$ cat src/rtl/mul_seq_radix4_if.sv
// rtl/mul_seq_radix4_if.sv - operand/product handshake bundle for mul_seq_radix4
// master drives operands and product acceptance; slave is the multiplier.

interface mul_seq_radix4_if #(
  parameter int A_W = 8,
  parameter int B_W = 8
);
  logic                 i_valid;
  logic                 o_ready;
  logic [A_W-1:0]       i_a;
  logic [B_W-1:0]       i_b;
  logic                 o_valid;
  logic                 i_ready;
  logic [A_W+B_W-1:0]   o_ab;
  logic                 o_busy;

  modport master (
    output i_valid, i_a, i_b, i_ready,
    input  o_ready, o_valid, o_ab, o_busy
  );

  modport slave (
    input  i_valid, i_a, i_b, i_ready,
    output o_ready, o_valid, o_ab, o_busy
  );
endinterface

$ cat src/rtl/mul_seq_radix4.sv
// rtl/mul_seq_radix4.sv - iterative radix-4 multiplier, one 2-bit B digit per cycle
// Optional macro MUL_SEQ_SIGNED_EN: two's complement operands via magnitude/sign.

module mul_2x2 #(
  parameter int APPROX = 0
) (
  input  logic [1:0] a_i,
  input  logic [1:0] b_i,
  output logic [3:0] p_o
);
  // UDM cell: only 3*3 deviates, giving 7 so the result fits in 3 bits
  always_comb begin
    p_o = {2'b00, a_i} * {2'b00, b_i};
    if ((APPROX != 0) && (&a_i) && (&b_i)) begin
      p_o = 4'd7;
    end
  end
endmodule

module mul_seq_radix4 #(
  parameter int A_W    = 8,
  parameter int B_W    = 8,
  parameter int APPROX = 0
) (
  input  logic             i_clk,
  input  logic             i_rst,
  mul_seq_radix4_if.slave  bus
);
  localparam int N     = B_W / 2;
  localparam int P_W   = A_W + B_W;
  localparam int PP_W  = A_W + 2;
  localparam int CELLS = A_W / 2;
  localparam int CNT_W = (N > 1) ? $clog2(N) : 1;
  localparam logic [CNT_W-1:0] CNT_LAST = CNT_W'(N - 1);

  typedef enum logic [1:0] {
    S_IDLE,
    S_CALC,
    S_DONE
  } state_t;

  state_t           state_q, state_d;
  logic [A_W-1:0]   a_q, a_d;
  logic [B_W-1:0]   b_q, b_d;
  logic [P_W-1:0]   acc_q, acc_d;
  logic [P_W-1:0]   ab_q, ab_d;
  logic [CNT_W-1:0] cnt_q, cnt_d;

  logic [A_W-1:0]   a_in;
  logic [B_W-1:0]   b_in;
  logic [B_W-1:0]   b_shift;
  logic [1:0]       digit;
  logic [3:0]       cell_p [CELLS];
  logic [PP_W-1:0]  pp;
  logic [P_W-1:0]   acc_sum;
  logic [P_W-1:0]   prod_fin;
  logic             ready, valid, busy;

`ifdef MUL_SEQ_SIGNED_EN
  logic sign_q, sign_d;

  // negation of the most-negative value wraps to 2^(W-1), the correct magnitude
  assign a_in     = bus.i_a[A_W-1] ? -bus.i_a : bus.i_a;
  assign b_in     = bus.i_b[B_W-1] ? -bus.i_b : bus.i_b;
  assign prod_fin = sign_q ? -acc_sum : acc_sum;
`else
  assign a_in     = bus.i_a;
  assign b_in     = bus.i_b;
  assign prod_fin = acc_sum;
`endif

  assign b_shift = b_q >> {cnt_q, 1'b0};
  assign digit   = b_shift[1:0];

  for (genvar k = 0; k < CELLS; k++) begin : g_cell
    mul_2x2 #(
      .APPROX (APPROX)
    ) u_cell (
      .a_i (a_q[2*k +: 2]),
      .b_i (digit),
      .p_o (cell_p[k])
    );
  end

  always_comb begin
    pp = '0;
    for (int k = 0; k < CELLS; k++) begin
      pp = pp + (PP_W'(cell_p[k]) << (2 * k));
    end
    acc_sum = acc_q + (P_W'(pp) << {cnt_q, 1'b0});
  end

  always_comb begin
    state_d = state_q;
    a_d     = a_q;
    b_d     = b_q;
    acc_d   = acc_q;
    cnt_d   = cnt_q;
    ab_d    = ab_q;
`ifdef MUL_SEQ_SIGNED_EN
    sign_d  = sign_q;
`endif
    ready   = 1'b0;
    valid   = 1'b0;
    busy    = 1'b0;

    case (state_q)
      S_IDLE: begin
        ready = 1'b1;
        if (bus.i_valid) begin
          a_d     = a_in;
          b_d     = b_in;
          acc_d   = '0;
          cnt_d   = '0;
`ifdef MUL_SEQ_SIGNED_EN
          sign_d  = bus.i_a[A_W-1] ^ bus.i_b[B_W-1];
`endif
          state_d = S_CALC;
        end
      end
      S_CALC: begin
        busy  = 1'b1;
        acc_d = acc_sum;
        cnt_d = cnt_q + CNT_W'(1);
        if (cnt_q == CNT_LAST) begin
          // product register is separate so it survives the next accept
          ab_d    = prod_fin;
          cnt_d   = '0;
          state_d = S_DONE;
        end
      end
      S_DONE: begin
        busy  = 1'b1;
        valid = 1'b1;
        if (bus.i_ready) begin
          state_d = S_IDLE;
        end
      end
      default: begin
        state_d = S_IDLE;
      end
    endcase
  end

  always_ff @(posedge i_clk) begin
    if (i_rst) begin
      state_q <= S_IDLE;
      a_q     <= '0;
      b_q     <= '0;
      acc_q   <= '0;
      cnt_q   <= '0;
      ab_q    <= '0;
`ifdef MUL_SEQ_SIGNED_EN
      sign_q  <= 1'b0;
`endif
    end else begin
      state_q <= state_d;
      a_q     <= a_d;
      b_q     <= b_d;
      acc_q   <= acc_d;
      cnt_q   <= cnt_d;
      ab_q    <= ab_d;
`ifdef MUL_SEQ_SIGNED_EN
      sign_q  <= sign_d;
`endif
    end
  end

  assign bus.o_ready = ready;
  assign bus.o_valid = valid;
  assign bus.o_busy  = busy;
  assign bus.o_ab    = ab_q;
endmodule
$ cat src/flat_wrapper.sv
// flat-port wrapper written by rule: the top's interface ports become plain ports
module mul_seq_radix4_flat 
#(
  parameter int A_W    = 8,
  parameter int B_W    = 8,
  parameter int APPROX = 0
)
  (i_clk, i_rst, bus_i_valid, bus_i_a, bus_i_b, bus_i_ready, bus_o_ready, bus_o_valid, bus_o_ab, bus_o_busy);
  mul_seq_radix4_if #(.A_W(A_W), .B_W(B_W)) bus_i ();
  input  logic i_clk;
  input  logic i_rst;
  input wire logic [$bits(bus_i.i_valid)-1:0] bus_i_valid;
  input wire logic [$bits(bus_i.i_a)-1:0] bus_i_a;
  input wire logic [$bits(bus_i.i_b)-1:0] bus_i_b;
  input wire logic [$bits(bus_i.i_ready)-1:0] bus_i_ready;
  output wire logic [$bits(bus_i.o_ready)-1:0] bus_o_ready;
  output wire logic [$bits(bus_i.o_valid)-1:0] bus_o_valid;
  output wire logic [$bits(bus_i.o_ab)-1:0] bus_o_ab;
  output wire logic [$bits(bus_i.o_busy)-1:0] bus_o_busy;
  assign bus_i.i_valid = bus_i_valid;
  assign bus_i.i_a = bus_i_a;
  assign bus_i.i_b = bus_i_b;
  assign bus_i.i_ready = bus_i_ready;
  assign bus_o_ready = bus_i.o_ready;
  assign bus_o_valid = bus_i.o_valid;
  assign bus_o_ab = bus_i.o_ab;
  assign bus_o_busy = bus_i.o_busy;
  mul_seq_radix4 #(.A_W(A_W), .B_W(B_W), .APPROX(APPROX)) u_core (.i_clk(i_clk), .i_rst(i_rst), .bus(bus_i));
endmodule
$ cat config.mk
export PLATFORM = sky130hd
export DESIGN_NAME = mul_seq_radix4_flat
export DESIGN_NICKNAME = d
export VERILOG_FILES = /design/src/rtl/mul_seq_radix4_if.sv /design/src/rtl/mul_seq_radix4.sv /design/src/flat_wrapper.sv
export SDC_FILE = /design/constraint.sdc
export NUM_CORES = 1
export LEC_CHECK = 0
export BUFFER_PORTS_ARGS = -buffer_cell sky130_fd_sc_hd__buf_2
export CELL_PAD_IN_SITES_DETAIL_PLACEMENT = 1
export CELL_PAD_IN_SITES_GLOBAL_PLACEMENT = 1
export CORE_MARGIN = 2
export CORE_UTILIZATION = 45
export CTS_BUF_LIST = sky130_fd_sc_hd__clkbuf_8
export CTS_CLUSTER_DIAMETER = 60
export CTS_CLUSTER_SIZE = 10
export DETAILED_ROUTE_END_ITERATION = 16
export PLACE_DENSITY_LB_ADDON = 0.05
export SYNTH_ARGS = -nofsm -noshare
export SYNTH_HDL_FRONTEND = slang
export SYNTH_HIERARCHICAL = 1
export SYNTH_SLANG_ARGS = --single-unit
$ cat constraint.sdc
create_clock -name i_clk -period 7.55 [get_ports i_clk]
set_clock_uncertainty 0.15 [all_clocks]
set_input_delay 1.51 -clock i_clk [delete_from_list [all_inputs] [get_ports i_clk]]
set_output_delay 1.51 -clock i_clk [all_outputs]
set_load 0.02 [all_outputs]
==> results.cfg, run 1 <==
[synthesis]
ys.flop_type = dfxtp_1
async_flop_share_pct = 0
syn-num-nets = 465
synth_area_mm2 = 0.00332
ys_ff_latch = 52
syn_avg_cell_area_um2 = 8.12
ys_warn_count = 6
synth_edf_count = 0
yosys.area.top_type = dfxtp_1
syn-instance-count = 409
seq_area_frac_synth_pct = 31.3
synth_top_area_share_pct = 31.3
synth_cell_types = 49
synthTopCellsByArea = dfxtp_1, ha_1, nand2_1, a21oi_1, nor2_1

[clock_tree]
cts_made_buffers = 5
cts_setup_buffers = 0
clk_latency_ps = 300
cts.clk_slew.worst_paths_ps = 100
cts_hold_buffers = 0
cts_root_buffer = clkbuf_8
cts.sinks = 52
tritoncts = built
h-tree-depth = 2
cts_buffer_depth = 2
cts_resized = 0

[critical_path]
rrSetupSlack_ps = 1390
required_ps = 7630
r2r_cells = 21
critPathMaxFanout = 25
crit_arrival_ps = 6240
cp-start-kind = flop
crit_path_end_kind = flop
crit_type = reg2reg

[drt]
ant_nets = 0
drc = 0
drt-total-wl_um = 8520
dr.pass1.iters = 4
viasPerCell = 5.55
initialDrtViolationCount = 122
num_vias = 2968
wl_per_cell_um = 15.9

[finish]
layout.nets = 492
final_area_mm2 = 0.00370
drive_above_1_share_pct = 11.9
final_cells = 535
final_common_cell = nand2_1
final_cell_mix = nand2_1, dfxtp_1, a21oi_1
fin_util_pct = 51.3
syn_to_final_growth_pct = 11.4
num_antenna_cells = 0

[die]
die_height_um = 89.9
fp.coreArea_mm2 = 0.00721
dieArea_mm2 = 0.00809
start_util_pct = 46.0
fp.dieW_um = 89.9
rows = 31
io_pins = 39

[sta]
period_minus_slack_ps = 6160
slew-limit-headroom_pct = 37.8
rsz0062_at_grt = false
finalSetupViolCount = 0
fin_crit_sh_pct = 81.6
tightest_slew_ps = 933
fmax_mhz = 162
fin_tns_setup_ps = 0
hold_viol_final = 0
drv_slew = 0

[place]
place_inst = 528
placed_cell_area_mm2 = 0.00357
gp_congestion = 0.861
hpwl_um = 6470
portBuffers = 38

[flow_run]
max_cap_viol_count = 0

[global_route]
grt_use_total_pct = 21.2
grt_pass1_vias = 2819
antenna_found_initial = 0
grt_pass1_wl_um = 14000
grt_remaining_overflow = 0
grt_max_degree = 52

[min_path]
hp-class = reg2reg
min_path_cells = 2

[power]
vdd_drop_max_mv = 0.0926
p_leak_nw = 1.70
power_w = 0.000610
power.density_mw_per_mm2 = 165

[status]
outcome = finished, final reports clean
[kinds of logic after synthesis]
family / count (synthesis) / synth area share [%]
AND/OR/NAND/NOR: 156 / 21.6
AO/OA/AOI/OAI: 109 / 21.2
flip-flops: 52 / 31.3
adder cells (fa/ha/maj): 36 / 14.0
buffers and inverters: 27 / 3.05
XOR/XNOR: 19 / 5.01
multiplexers: 10 / 3.80
[cells in the mapped netlist, types with 2 or more instances]
master	instances
mux2i_1	7
nor3b_1	4
o21a_1	4
nand3_1	7
nor2b_1	3
buf_1	2
xor2_1	9
a22oi_1	8
o22ai_1	3
nor3_1	6
and3_1	2
o31ai_1	3
inv_1	8
and2_1	19
nor4b_1	2
mux4_2	2
a22o_1	8
clkbuf_1	17
nor2_1	33
fa_1	2
a21o_1	6
a21oi_1	46
xnor2_1	10
o21ai_1	10
o21ai_0	5
a211oi_1	3
nand2_1	72
ha_1	34
nand2b_1	3
dfxtp_1	52
[final cells by class]
class                      count  area, um^2
clock buffer                   5        68.8
sequential                    52        1040
tap                           99         124
clock inverter                 2        60.1
inverter                       8        30.0
timing repair buffer          39         198
fill                         923        3510
multi-input combinational    330        2180
[path summary, 6_finish.rpt]
kind,start,to
worst min-delay path,u_core/bus.o_ab[11],u_core/bus.o_ab[11]
worst min register to register,u_core/bus.o_ab[11],u_core/bus.o_ab[11]
worst max register to register,u_core/cnt_q[0],u_core/bus.o_ab[13]
worst max-delay path,u_core/cnt_q[0],u_core/bus.o_ab[13]
[metrics by stage]
step	hold WS, ps	worst slack [ps]
4_1_cts	308	1400
5_1_grt	322	900
3_5_place_dp	294	1480
3_3_place_gp	289	1690
6_report	307	1390
2_1_floorplan	283	2110
[power by group]
| group | internal, W | total [W] | switching (W) | leakage, nW |
|---|---|---|---|---|
| sequential | 0.000283 | 0.000295 | 0.0000111 | 0.422 |
| combinational | 0.0000315 | 0.0000882 | 0.0000567 | 1.21 |
| clock | 0.000131 | 0.000227 | 0.0000966 | 0.0642 |
[critical path: stages (launching register included)]
cell and delay, ps:
dfxtp_1 930, mux4_2 670, and2_1 170, ha_1 190, ha_1 270, ha_1 220
fa_1 420, a21o_1 180, a21oi_1 230, o21bai_1 100, a21oi_1 190, xor2_1 270
o21ai_1 130, o21a_1 210, ha_1 340, and3_1 190, and4_1 200, o21ai_1 140
a41oi_1 210, o21ai_0 170, or3b_1 360, a21oi_1 130
[routing by layer]
metal | track usage, % | up-vias | routed length, um
li1 | - | 1491 | -
met1 | 30.3 | 1436 | 4120
met4 | 3.85 | 0 | 38
met5 | 0 | - | 0
met2 | 34.4 | 39 | 4070
met3 | 3.19 | 2 | 295
[flip-flops by register name, summed over array words and instances (netlist names)]
signal,cells
u_core/cnt_q,2
u_core/bus.o_ab,16
u_core/b_q,8
u_core/acc_q,16
u_core/a_q,8
u_core/state_q,2
Note: power is estimated with default switching activity, not from simulation.
==> inputs of run 2 (changes only) <==
Clock period 7.55 ns to 6.4 ns, I/O delays scaled along.
==> run 2 against run 1 <==
Compared with the run above:
- register-to-register slack got worse by 560 ps
- maximum frequency up 11%
- routed wire length shrank 0.77%
- utilization down 0.14 points
- cell area fell by 0.27%
- cell count rose by 0.75%
- largest cell class unchanged
- largest power group unchanged
==> results.cfg, run 2 (synthesis results as in run 1) <==
[status]
outcome = finished, final reports clean

[clock_tree]
cts_buffer_depth = 2
cts.clk_slew.worst_paths_ps = 100
cts_resized = 0
cts_root_buffer = clkbuf_8
tritoncts = built
cts_hold_buffers = 0
h-tree-depth = 2
cts_setup_buffers = 0
cts_made_buffers = 5
cts.sinks = 52
clk_latency_ps = 310

[drt]
wl_per_cell_um = 15.7
initialDrtViolationCount = 116
dr.pass1.iters = 4
viasPerCell = 5.44
drc = 0
ant_nets = 0
drt-total-wl_um = 8460
num_vias = 2930

[power]
p_seq_share_pct = 51.8
intPower_w = 0.000462
p_sw_share_pct = 30.1
power.density_mw_per_mm2 = 179
comb_power_share_pct = 17.0
power.switching_w = 0.000199
p_clk_share_pct = 31.1
p_leak_nw = 1.70
vdd_drop_max_mv = 0.0905

[finish]
final_cell_mix = nand2_1, dfxtp_1, a21oi_1
final_common_cell = nand2_1
num_antenna_cells = 0
nFillCells = 928
final_area_mm2 = 0.00369
layout.nets = 495
syn_to_final_growth_pct = 11.1
drive_above_1_share_pct = 12.7
final_cells = 539

[critical_path]
cp_slowest_cell = mux4_2
crit_top_cell = ha_1
crit_arrival_ps = 5680
crit_family = compound AO/OA/AOI/OAI gates
crit_buf_inv = 0
critPathMaxFanout = 8
crit_type = reg2reg
critPathMaxStageDelay_ps = 600
required_ps = 6500
crit_path_end_kind = flop
cp-start-kind = flop
cp_cell_sequence = mux4_2 -> and2_1 -> ha_1 -> ha_1 -> ha_1 -> fa_1 -> a21o_1 -> a21oi_1 -> o21bai_1 -> a21oi_1 -> xor2_1 -> o21ai_1 -> o21a_1 -> ha_1 -> and3_1 -> and4_1 -> o21ai_1 -> a41oi_1 -> nor3_1 -> or3b_1 -> a21oi_1

[global_route]
grt_max_degree = 52
grt_pass1_wl_um = 14400
grt_use_total_pct = 21.6
grt_pass1_vias = 2906
grt_remaining_overflow = 0
antenna_found_initial = 0

[die]
io_pins = 39
dieArea_mm2 = 0.00809
fp.dieW_um = 89.9
start_util_pct = 46.0
rows = 31
die_height_um = 89.9
fp.coreArea_mm2 = 0.00721

[place]
placed_cell_area_mm2 = 0.00359
portBuffers = 38
gp_congestion = 0.902
hpwl_um = 6350
place_inst = 531
pre_cts_ws_ps = 925

[sta]
tightest_slew_ps = 844
fin_crit_sh_pct = 87.1
rsz0062_at_grt = false
hold_viol_final = 0
whs_ps = 306
slew-limit-headroom_pct = 43.6
period_minus_slack_ps = 5580
finalSetupViolCount = 0
drv_slew = 0
fmax_mhz = 179
fin_tns_setup_ps = 0
setup_ws_ps = 824

[min_path]
hp-class = reg2reg

[flow_run]
max_cap_viol_count = 0
[run 2: changes by cell type in the layout (fill, tap and decap cells not counted)]
cell / delta
inv_6: +1
clkbuf_8: +1
bufinv_16: -2
buf_4: +3
clkinv_2: +1
[run 2: area by class of cell]
cell class              instances  area [um^2]  share of cell area [%]
inverters                       8         30.0                   0.814
repair buffers                 42          220                    5.97
well taps                      99          124                    3.36
multi-input cells             330         2180                    59.1
clock inverters                 2         13.8                   0.373
clock buffers                   6         82.6                    2.24
flip-flops and latches         52         1040                    28.2
[run 2: routing by layer]
layer	share of wire (%)	global-route usage, %	vias up
met3	2.1	3.02	6
met5	0	0	-
met2	46	34.9	26
met1	51	30.7	1402
li1	-	-	1496
met4	0.93	5.00	0
[run 2: worst register-to-register path, stage by stage (launching register included)]
cell and delay [ps]:
dfxtp_1 410, mux4_2 600, and2_1 180, ha_1 190
ha_1 270, ha_1 220, fa_1 420, a21o_1 180
a21oi_1 220, o21bai_1 90, a21oi_1 170, xor2_1 290
o21ai_1 120, o21a_1 180, ha_1 370, and3_1 240
and4_1 210, o21ai_1 100, a41oi_1 340, nor3_1 70
or3b_1 350, a21oi_1 130
[run 2: power by group through the flow]
stage	clock [W]	sequential, W	combinational (W)
after global routing	0.000224	0.000344	0.000126
after CTS	0.000216	0.000343	0.000113
after floorplan	0	0.000346	0.0000827
after detailed placement	0	0.000350	0.000112
final	0.000205	0.000342	0.000112
after global placement	0	0.000350	0.000108
[run 2: stage by stage]
step	total power, W	utilization (%)
finish	0.000660	51.2
global route	0.000694	51.2
CTS	0.000672	51.2
detailed placement	0.000462	49.8
global placement	0.000458	49.8
floorplan	0.000429	-
[run 2: worst paths after layout]
path | from | depth (start not counted) | to | slack, ps
setup / recovery | u_core/cnt_q[0] | 21 | u_core/bus.o_ab[13] | 820
hold reg to reg | u_core/bus.o_ab[11] | 2 | u_core/bus.o_ab[11] | 310
hold / removal | u_core/bus.o_ab[11] | 2 | u_core/bus.o_ab[11] | 310
setup reg to reg | u_core/cnt_q[0] | 21 | u_core/bus.o_ab[13] | 820
==> inputs of run 3 (changes only) <==
Settings changed: CORE_UTILIZATION 45 to 44, CTS_BUF_LIST sky130_fd_sc_hd__clkbuf_8 to unset, PLACE_DENSITY_LB_ADDON 0.05 to 0.1.
==> run 3 against run 2 <==
Compared with the run above:
- combinational power about the same
- global-route usage decreased by 0.45 points
- largest cell class unchanged
- first-iteration DRC count fell by 21%
- highest routed layer unchanged
- cell area is 0.37% lower
- power is 1.1% lower
- utilization fell by 0.73 points
- clock power fell by 3%
- largest power group unchanged
- maximum frequency about the same
==> results.cfg, run 3 (synthesis results as in run 1) <==
[critical_path]
crit_path_end_kind = flop
crit_end = u_core/bus.o_ab[13]
crit_arrival_ps = 5670
critPathMaxFanout = 8
cp-start-kind = flop
r2r_cells = 21
required_ps = 6490
r2r-start = u_core/cnt_q[0]
rrSetupSlack_ps = 830
r2r-end = u_core/bus.o_ab[13]
crit_type = reg2reg
startpoint = u_core/cnt_q[0]

[die]
start_util_pct = 45.6
fp.coreArea_mm2 = 0.00729
io_pins = 39
rows = 31
die_height_um = 90.9
fp.dieW_um = 90.9
dieArea_mm2 = 0.00826

[sta]
fmax_mhz = 179
slew-limit-headroom_pct = 36.4
drv_slew = 0
finalSetupViolCount = 0
whs_ps = 312
setup_ws_ps = 825
period_minus_slack_ps = 5570
tightest_slew_ps = 954
fin_crit_sh_pct = 87.1
rsz0062_at_grt = false
hold_viol_final = 0
fin_tns_setup_ps = 0

[min_path]
hp-class = reg2reg

[drt]
num_vias = 2998
drc = 0
viasPerCell = 5.57
wl_per_cell_um = 15.6
ant_nets = 0
dr.pass1.iters = 4
initialDrtViolationCount = 92
drt-total-wl_um = 8390

[global_route]
grt_remaining_overflow = 0
grtUsageMet1_pct = 29.4
grt_pass1_vias = 3004
grt_pass1_wl_um = 14400
antenna_found_initial = 0
grt_use_total_pct = 21.1
grt_max_degree = 52
grt_busiest_layer = met2
globalRouteMet2Util_pct = 34.7
grt_util_met3_pct = 3.17

[place]
placed_cell_area_mm2 = 0.00359
portBuffers = 38
gp_congestion = 0.900
pre_cts_ws_ps = 936
hpwl_um = 6350

[power]
power.density_mw_per_mm2 = 178
comb_power_share_pct = 17.2
intPower_w = 0.000451
vdd_drop_max_mv = 0.119
p_clk_share_pct = 30.5
p_seq_share_pct = 52.4
p_sw_share_pct = 31.0
p_leak_nw = 1.69
power.switching_w = 0.000202

[clock_tree]
cts_root_buffer = clkbuf_8
cts.sinks = 52
tritoncts = built
cts_hold_buffers = 0
cts_buffer_depth = 2
cts_resized = 0
cts.clk_slew.worst_paths_ps = 100
h-tree-depth = 2
clk_latency_ps = 320
cts_setup_buffers = 0
cts_made_buffers = 5

[flow_run]
max_cap_viol_count = 0

[finish]
num_antenna_cells = 0
layout.nets = 494
final_common_cell = nand2_1
final_cell_mix = nand2_1, dfxtp_1, a21oi_1
syn_to_final_growth_pct = 10.7
drive_above_1_share_pct = 12.5
final_area_mm2 = 0.00368

[status]
outcome = finished, final reports clean
run 3: changes by cell type in the layout (fill, tap and decap cells not counted):
cell and change:
clkbuf_8 -1, clkinvlp_4 +1, buf_4 -1
run 3: area by class of cell:
type / count / area, um^2
fillers: 939 / 3610
multi-input cells: 330 / 2180
flip-flops and latches: 52 / 1040
repair buffers: 41 / 213
well taps: 99 / 124
clock buffers: 5 / 68.8
inverters: 8 / 30.0
clock inverters: 3 / 21.3
run 3: critical path, stage by stage, from the launching register on:
cell and delay (ps):
dfxtp_1 410, mux4_2 610, and2_1 180, ha_1 190
ha_1 270, ha_1 230, fa_1 420, a21o_1 180
a21oi_1 250, o21bai_1 100, a21oi_1 170, xor2_1 320
o21ai_1 130, o21a_1 180, ha_1 350, and3_1 220
and4_1 190, o21ai_1 100, a41oi_1 320, nor3_1 70
or3b_1 350, a21oi_1 120
run 3: worst min-delay path by stage:
stage	start	to	cells past startpoint
floorplan	u_core/b_q[4]	u_core/b_q[4]	2
global placement	u_core/bus.o_ab[10]	u_core/bus.o_ab[10]	2
detailed placement	u_core/bus.o_ab[10]	u_core/bus.o_ab[10]	2
CTS	u_core/bus.o_ab[10]	u_core/bus.o_ab[10]	2
global route	u_core/b_q[0]	u_core/b_q[0]	2
finish	u_core/bus.o_ab[10]	u_core/bus.o_ab[10]	2
run 3: metrics by stage:
step,std cells,total power [W],util (%)
2_1_floorplan,409,0.000429,-
3_3_place_gp,530,0.000457,49.2
3_5_place_dp,530,0.000462,49.2
4_1_cts,538,0.000663,50.4
5_1_grt,538,0.000693,50.4
6_report,538,0.000653,50.4
run 3: per-layer routing:
layer	wire, um	up-vias
li1	-	1504
met1	4150	1452
met2	3970	33
met3	205	9
met4	65	0
met5	0	-
run 3: power groups by stage:
stage | Clock, W | Combinational, W | Sequential (W)
floorplan | 0 | 0.0000827 | 0.000346
global placement | 0 | 0.000108 | 0.000349
detailed placement | 0 | 0.000112 | 0.000350
CTS | 0.000208 | 0.000112 | 0.000342
global route | 0.000222 | 0.000126 | 0.000344
finish | 0.000199 | 0.000112 | 0.000342
